--- src/rtl/v_issue_ctrl.sv ---
// v_issue_ctrl: single-outstanding vector instruction issue sequencer
// Ports: clk/rst (async high); instr_valid/instr_ready/instr/unit_sel/wr_dest accept side;
// instr_q/is_mul_q latched instruction; start_* unit start pulses; done_* unit completions;
// vconfig_wr_en/v_reg_wr_en/x_reg_wr_en write pulses; busy; err/err_code/err_clr; retired_cnt.
module v_issue_ctrl #(
  parameter int TIMEOUT_CYC = 64,
  parameter int CNT_W = 7
) (
  input  logic        clk,
  input  logic        rst,
  input  logic        instr_valid,
  output logic        instr_ready,
  input  logic [31:0] instr,
  input  logic [2:0]  unit_sel,
  input  logic [1:0]  wr_dest,
  output logic [31:0] instr_q,
  output logic        is_mul_q,
  output logic        start_vlanes,
  output logic        start_vred,
  output logic        start_vsldu,
  output logic        start_vlsu,
  input  logic        done_vlanes,
  input  logic        done_vred,
  input  logic        done_vsldu,
  input  logic        done_vlsu,
  output logic        vconfig_wr_en,
  output logic        v_reg_wr_en,
  output logic        x_reg_wr_en,
  output logic        busy,
  output logic        err,
  output logic [1:0]  err_code,
  input  logic        err_clr,
  output logic [15:0] retired_cnt
);
  typedef enum logic [2:0] {IDLE, VCFG, ISSUE, WAIT, WB} state_t;
  state_t state, state_d;
  logic [2:0] unit_q;
  logic [1:0] wr_q;
  logic [CNT_W-1:0] timer;
  logic done_sel, timeout, illegal, to_err, accept;
  always_comb begin
    accept = state == IDLE && instr_valid;
    illegal = accept && unit_sel > 3'd5;
    done_sel = (unit_q == 3'd1 || unit_q == 3'd2) ? done_vlanes :
               unit_q == 3'd3 ? done_vred :
               unit_q == 3'd4 ? done_vsldu :
               unit_q == 3'd5 ? done_vlsu : 1'b0;
    timeout = timer == CNT_W'(TIMEOUT_CYC - 1);
    // done has priority over a timeout expiring in the same cycle
    to_err = state == WAIT && !done_sel && timeout;
    state_d = state;
    case (state)
      IDLE:    state_d = !accept ? IDLE : unit_sel == 3'd0 ? VCFG : illegal ? IDLE : ISSUE;
      VCFG:    state_d = IDLE;
      ISSUE:   state_d = WAIT;
      WAIT:    state_d = done_sel ? WB : timeout ? IDLE : WAIT;
      WB:      state_d = IDLE;
      default: state_d = IDLE;
    endcase
  end
  always_ff @(posedge clk or posedge rst) begin
    if (rst) begin
      state <= IDLE;
      instr_q <= '0;
      unit_q <= '0;
      wr_q <= '0;
      timer <= '0;
      err <= 1'b0;
      err_code <= 2'd0;
      retired_cnt <= '0;
    end else begin
      state <= state_d;
      if (accept) begin
        instr_q <= instr;
        unit_q <= unit_sel;
        wr_q <= wr_dest;
      end
      timer <= state == WAIT ? timer + 1'b1 : '0;
      if (illegal || to_err) begin
        err <= 1'b1;
        err_code <= illegal ? 2'd2 : 2'd1;
      end else if (err_clr) begin
        err <= 1'b0;
        err_code <= 2'd0;
      end
      if (state == VCFG || state == WB) retired_cnt <= retired_cnt + 1'b1;
    end
  end
  assign instr_ready = state == IDLE;
  assign busy = state != IDLE;
  assign is_mul_q = unit_q == 3'd2;
  assign start_vlanes = state == ISSUE && (unit_q == 3'd1 || unit_q == 3'd2);
  assign start_vred = state == ISSUE && unit_q == 3'd3;
  assign start_vsldu = state == ISSUE && unit_q == 3'd4;
  assign start_vlsu = state == ISSUE && unit_q == 3'd5;
  assign vconfig_wr_en = state == VCFG;
  assign v_reg_wr_en = state == WB && wr_q == 2'd1;
  assign x_reg_wr_en = state == WB && wr_q == 2'd2;
endmodule

--- config.mk ---
export PLATFORM = sky130hd
export DESIGN_NAME = v_issue_ctrl
export DESIGN_NICKNAME = d
export VERILOG_FILES = /design/src/rtl/v_issue_ctrl.sv
export SDC_FILE = /design/constraint.sdc
export NUM_CORES = 1
export LEC_CHECK = 0
export CORE_ASPECT_RATIO = 0.6
export CORE_UTILIZATION = 35
export CTS_CLUSTER_DIAMETER = 80
export DETAILED_ROUTE_END_ITERATION = 10
export PLACE_DENSITY = 0.63
export SYNTH_ARGS = -nofsm -noshare
export SYNTH_HDL_FRONTEND = slang
export SYNTH_SLANG_ARGS = --single-unit
--- constraint.sdc ---
create_clock -name clk -period 2.65 [get_ports clk]
set_clock_uncertainty 0.1 [all_clocks]
set_input_delay 0.53 -clock clk [delete_from_list [all_inputs] [get_ports clk]]
set_output_delay 0.53 -clock clk [all_outputs]
set_load 0.005 [all_outputs]
* Word level (Yosys, flattened, before mapping)
Cells that the tools add are included.
** Word-level totals
- Register bits after elaboration :: 66
- Bits of input ports :: 45
- Output and inout port bits :: 61
- Word-level logic and storage cells :: 57
** Cells by class
- Add/sub/neg operators :: 2
- $lt $le $gt $ge :: 1
- Eq/ne operators :: 12
- Muxes and demuxes :: 16
- Reductions and logical operators :: 18
** Operator list (number)
- 16-bit by 1-bit adder with 16-bit output, second input constant :: 1
- 2-bit two-way mux :: 7
- 3-bit by 2-bit == test with 1-bit output, second input constant :: 4
- 1-bit logical AND :: 10
- 3-bit == test, second input constant :: 3
- 3-bit case mux with 3 select lines :: 1
- 7-bit by 1-bit adder with 7-bit output, second input constant :: 1
- 7-bit by 6-bit == test with 1-bit output, second input constant :: 1
- 7-bit two-way mux :: 1
- 3-bit by 1-bit == test with 1-bit output, second input constant :: 2
- 3-bit zero test :: 2
- 1-bit two-way mux :: 6
- 3-bit greater-than comparator, second input constant :: 1
- 1-bit logical OR :: 3
- 3-bit two-way mux :: 1
- 3-bit nonzero test :: 1
- 2-bit by 1-bit == test with 1-bit output, second input constant :: 1
- 2-bit == test, second input constant :: 1
- 2-bit nonzero test :: 1
- 1-bit zero test :: 1

* Longest topological paths before layout
Gate-level depths: netlist of run 1.
- Word-level depth :: 10
- Gate-level depth with buffers :: 5
- Mapped depth without buffers :: 5

* Least setup slack after synthesis of run 1
No wires, ideal clock.
- Kind :: register to output
- Start :: reg state[1]
- End :: out start_vlanes
- Arrival time :: 1.170 ns
- Required time :: 2.020 ns
- Slack :: 0.850 ns
- Cell stages (with the launch flop) :: 5
- Buffers on the path :: 1
- Path through :: dfrtp_1 -> buf_2 -> nor2b_1 -> nor2b_1 -> and3_1
** On the way
- Longest elaborated chain between the ends :: 2
** RTL lines
- start, declared :: RTL line 36 : state_t state, state_d;
- start signal, assigned :: RTL line 72 : state <= state_d;
- 3-bit by 2-bit == test with 1-bit output :: RTL line 92 : assign start_vlanes = state == ISSUE && (unit_q == 3'd1 || unit_q == 3'd2);
- 1-bit logical AND :: RTL line 92
- end, declared :: RTL line 18 : output logic start_vlanes,
No other way between the ends.

* Worst setup path in the final report of run 1
- Start :: reg state[2]
- End :: out start_vsldu
** On the way
- Longest elaborated chain between the ends :: 2
** RTL lines
- 3-bit by 2-bit == test with 1-bit output :: RTL line 94 : assign start_vsldu = state == ISSUE && unit_q == 3'd4;
- 1-bit logical AND :: RTL line 94
- end, declared :: RTL line 20 : output logic start_vsldu,
No other way between the ends.

==> results.sh, run 1 <==
export IMPL_stdcell_area_sq_um=4317
export IMPL_ys_warn_count=0
export IMPL_wire_per_inst_microns=14.33
export IMPL_synthArstFlopShare=1.000
export IMPL_grt_util_met3=0.1123
export IMPL_synth_seq_cells=66
export IMPL_dpl_cell_area_sq_um=3986
export IMPL_first_iter_violations=115
export IMPL_busiest_layer="met2"
export IMPL_vias_per_cell=4.704
export IMPL_synth_edf_count=0
export IMPL_period_needed_ns=2.515
export IMPL_synthToLayoutAreaGrowth_pct=55.55
export IMPL_vias=2032
export IMPL_cts_tree="yes"
export IMPL_cellLeakagePower_nw=1.801
export IMPL_yosys_area_top_type="dfrtp_1"
export IMPL_max_slew_margin_rel=0.6129
export IMPL_worstPathCellList="nor2b_2 > nor2b_4 > nand2_1 > nor2_1 > clkdlybuf4s50_1"
export IMPL_multi_input_comb_area_sq_um=1094
export IMPL_status="finished, final reports clean"
export IMPL_cts_hold_buf=0
export IMPL_synth_nets=258
export IMPL_required_ns=2.02
export IMPL_ys_types=30
export IMPL_syn_area_sq_um=2775
export IMPL_antenna_cells=0
export IMPL_post_route_period_util=0.9491
export IMPL_cp_arrival_ns=1.89
export IMPL_io_pins=106
export IMPL_drive_gt1_frac=0.1799
export IMPL_crit_slowest_cell="clkdlybuf4s50_1"
export IMPL_die_w_microns=117.0
export IMPL_reg2reg_from="state[0]"
export IMPL_dieArea_sq_um=8301
export IMPL_min_path_type="reg2reg"
export IMPL_r2r_end="err_code[1]"
export IMPL_port_buffers=105
export IMPL_worst_slew_pin_slew_ns=0.5764
export IMPL_start_kind="register"
export IMPL_setup_viol=0
export IMPL_maxCapViolations=0
export IMPL_drv_slew=0
export IMPL_hold_path_depth=1
export IMPL_avgSynthCellArea_sq_um=13.15
export IMPL_rr_worst_depth=4
export IMPL_fillers=621
export IMPL_r2r_setup_slack_ns=0.73
export IMPL_nets=371
export IMPL_grt_use_met1=0.2185
export IMPL_p_per_area_nw_per_um2=1065
export IMPL_routed_wl_microns=6191
export IMPL_max_freq_ghz=0.3976
export IMPL_hpwl_microns=4469
export IMPL_start_util=0.3712
export IMPL_hold_viol_final=0
export IMPL_synth_seq_area_share=0.5951
export IMPL_hold_start="timer[0]"
export IMPL_synth_cells=211
export IMPL_row_count=24
export IMPL_rsz0062_at_grt="no"
export IMPL_whs_endpoint="timer[0]"
export IMPL_synth_flop_cell="dfrtp_1"
export IMPL_antenna_found_initial=0
export IMPL_cts_buffers=9
export IMPL_critPathCaptureType="primary output"
export IMPL_seq_area_sq_um=1652
export IMPL_drt_first_pass_iters=5
export IMPL_die_y_microns=70.98
export IMPL_crit_fanout=7
export IMPL_insertion_delay_ns=0.32
export IMPL_grt_overflow=0
export IMPL_cts_setup_buffers=0
export IMPL_ant_nets=0
export IMPL_crit_type="reg2out"
export IMPL_layout_common_cells="clkdlybuf4s50_1 (105), dfrtp_1 (66), mux2_2 (35)"
export IMPL_grt_pass1_wl_microns=10180
export IMPL_ctsRootBufferMaster="clkbuf_16"
export IMPL_ir_worst_vdd_v=0.0005587
export IMPL_synth_top_area_share=0.5951
export IMPL_max_stage_delay_ns=0.51
export IMPL_met2_usage=0.2242
export IMPL_drc_errors=0
export IMPL_final_common_cell="clkdlybuf4s50_1"
export IMPL_ys_top_cells_by_area="dfrtp_1 (60%), mux2_2 (14%), xnor2_1 (5.0%)"
export IMPL_grt_max_degree=42
export IMPL_htreeDepth=3
export IMPL_finalSetupTns_ns=0
export IMPL_track_usage=0.1687
export IMPL_cts_sinks=66
export IMPL_core_area_sq_um=7477
export IMPL_p_total_mw=4.599
export IMPL_path_clk_slew_ns=0.05
export IMPL_grt_pass1_vias=2049
export IMPL_gp_congestion=0.7462
export IMPL_cts_path_max_buffers=2
## metal layers
layer  share of wire  wire [microns]
met1            0.48            2974
met4          0.0061              38
met5               0               0
met2            0.40            2466
met3            0.11             711
## final cells by class
class                           count  area share
Multi-Input combinational cell    134      0.2533
Clock inverter                      2     0.01391
Inverter                            4    0.003478
Timing Repair Buffer              109      0.2562
Clock buffer                       13     0.06029
Tap cell                          104     0.03014
Sequential cell                    66      0.3826
## how the worst max path moves through the flow
| stage | start | endpoint | slack [ns] | cells after the start |
|---|---|---|---|---|
| 2_1_floorplan | rst | err | 0.37 | 1 |
| 3_3_place_gp | state[2] | start_vlanes | 0.35 | 4 |
| 3_5_place_dp | state[2] | start_vlsu | 0.30 | 4 |
| 4_1_cts | state[2] | start_vlsu | 0.03 | 4 |
| 5_1_grt | state[2] | start_vsldu | 0.03 | 5 |
| 6_report | state[2] | start_vsldu | 0.13 | 5 |
## stage by stage
step | hold slack [ns] | setup WS [ns] | instances | utilization
finish | 0.3508 | 0.1348 | 432 | 0.5773
global route | 0.4101 | 0.03284 | 432 | 0.5773
CTS | 0.3582 | 0.03307 | 432 | 0.5763
detailed placement | 0.3511 | 0.3012 | 417 | 0.5331
global placement | 0.3398 | 0.3529 | 417 | 0.5331
floorplan | 0.3251 | 0.3652 | 211 | -
## power breakdown
group          switching, mW  internal, mW
Combinational          0.594          1.09
Sequential             0.271          1.38
Clock                  0.394         0.869
Total                   1.26          3.34
## worst max-delay path, delay by kind of cell, from the launching register on
family | cells | cell delay, ns
buffers and inverters | 1 | 0.51
AND/OR/NAND/NOR | 4 | 0.58
flip-flops | 1 | 0.47
## synthesized netlist by cell type (all sizes together), types with 3 or more instances
master,instances
a21oi,7
and3,7
buf,6
dfrtp,66
inv,4
mux2,38
nand2,14
nand3,9
nand4,4
nor2,7
nor2b,6
nor3b,3
nor4b,3
xnor2,16
xor2,5
## state kept, by name, summed over array words and instances, names as in the netlist
signal / cells
unit_q: 3
err_code: 2
instr_q: 32
wr_q: 2
err: 1
state: 3
retired_cnt: 16
timer: 7
## timing repair
action | 4_1_cts | 5_1_grt
cloned | 0 | 0
endpoints found under the hold margin | 0 | 0
setup endpoints to repair | 4 | 4
resized for setup | 1 | 2
pin swaps | 0 | 0
## cells by family (layout without fill, tap and decap cells)
| logic type | Yosys count | count (layout) | share of synthesized area |
|---|---|---|---|
| flops | 66 | 66 | 0.5951 |
| simple gates | 62 | 62 | 0.1353 |
| mux | 38 | 38 | 0.1542 |
| xor+xnor | 21 | 21 | 0.06627 |
| compound gates | 11 | 11 | 0.02254 |
| buf+inv | 11 | 128 | 0.01758 |
| fa+ha+maj | 2 | 2 | 0.009016 |
Power figures use the tool's default switching activity.
==> run 2, diff against run 1 <==
Settings changed: CAP_MARGIN from default to 20.
==> results of run 2 <==
The final DEF is identical to that of run 1; final timing and power are the same.
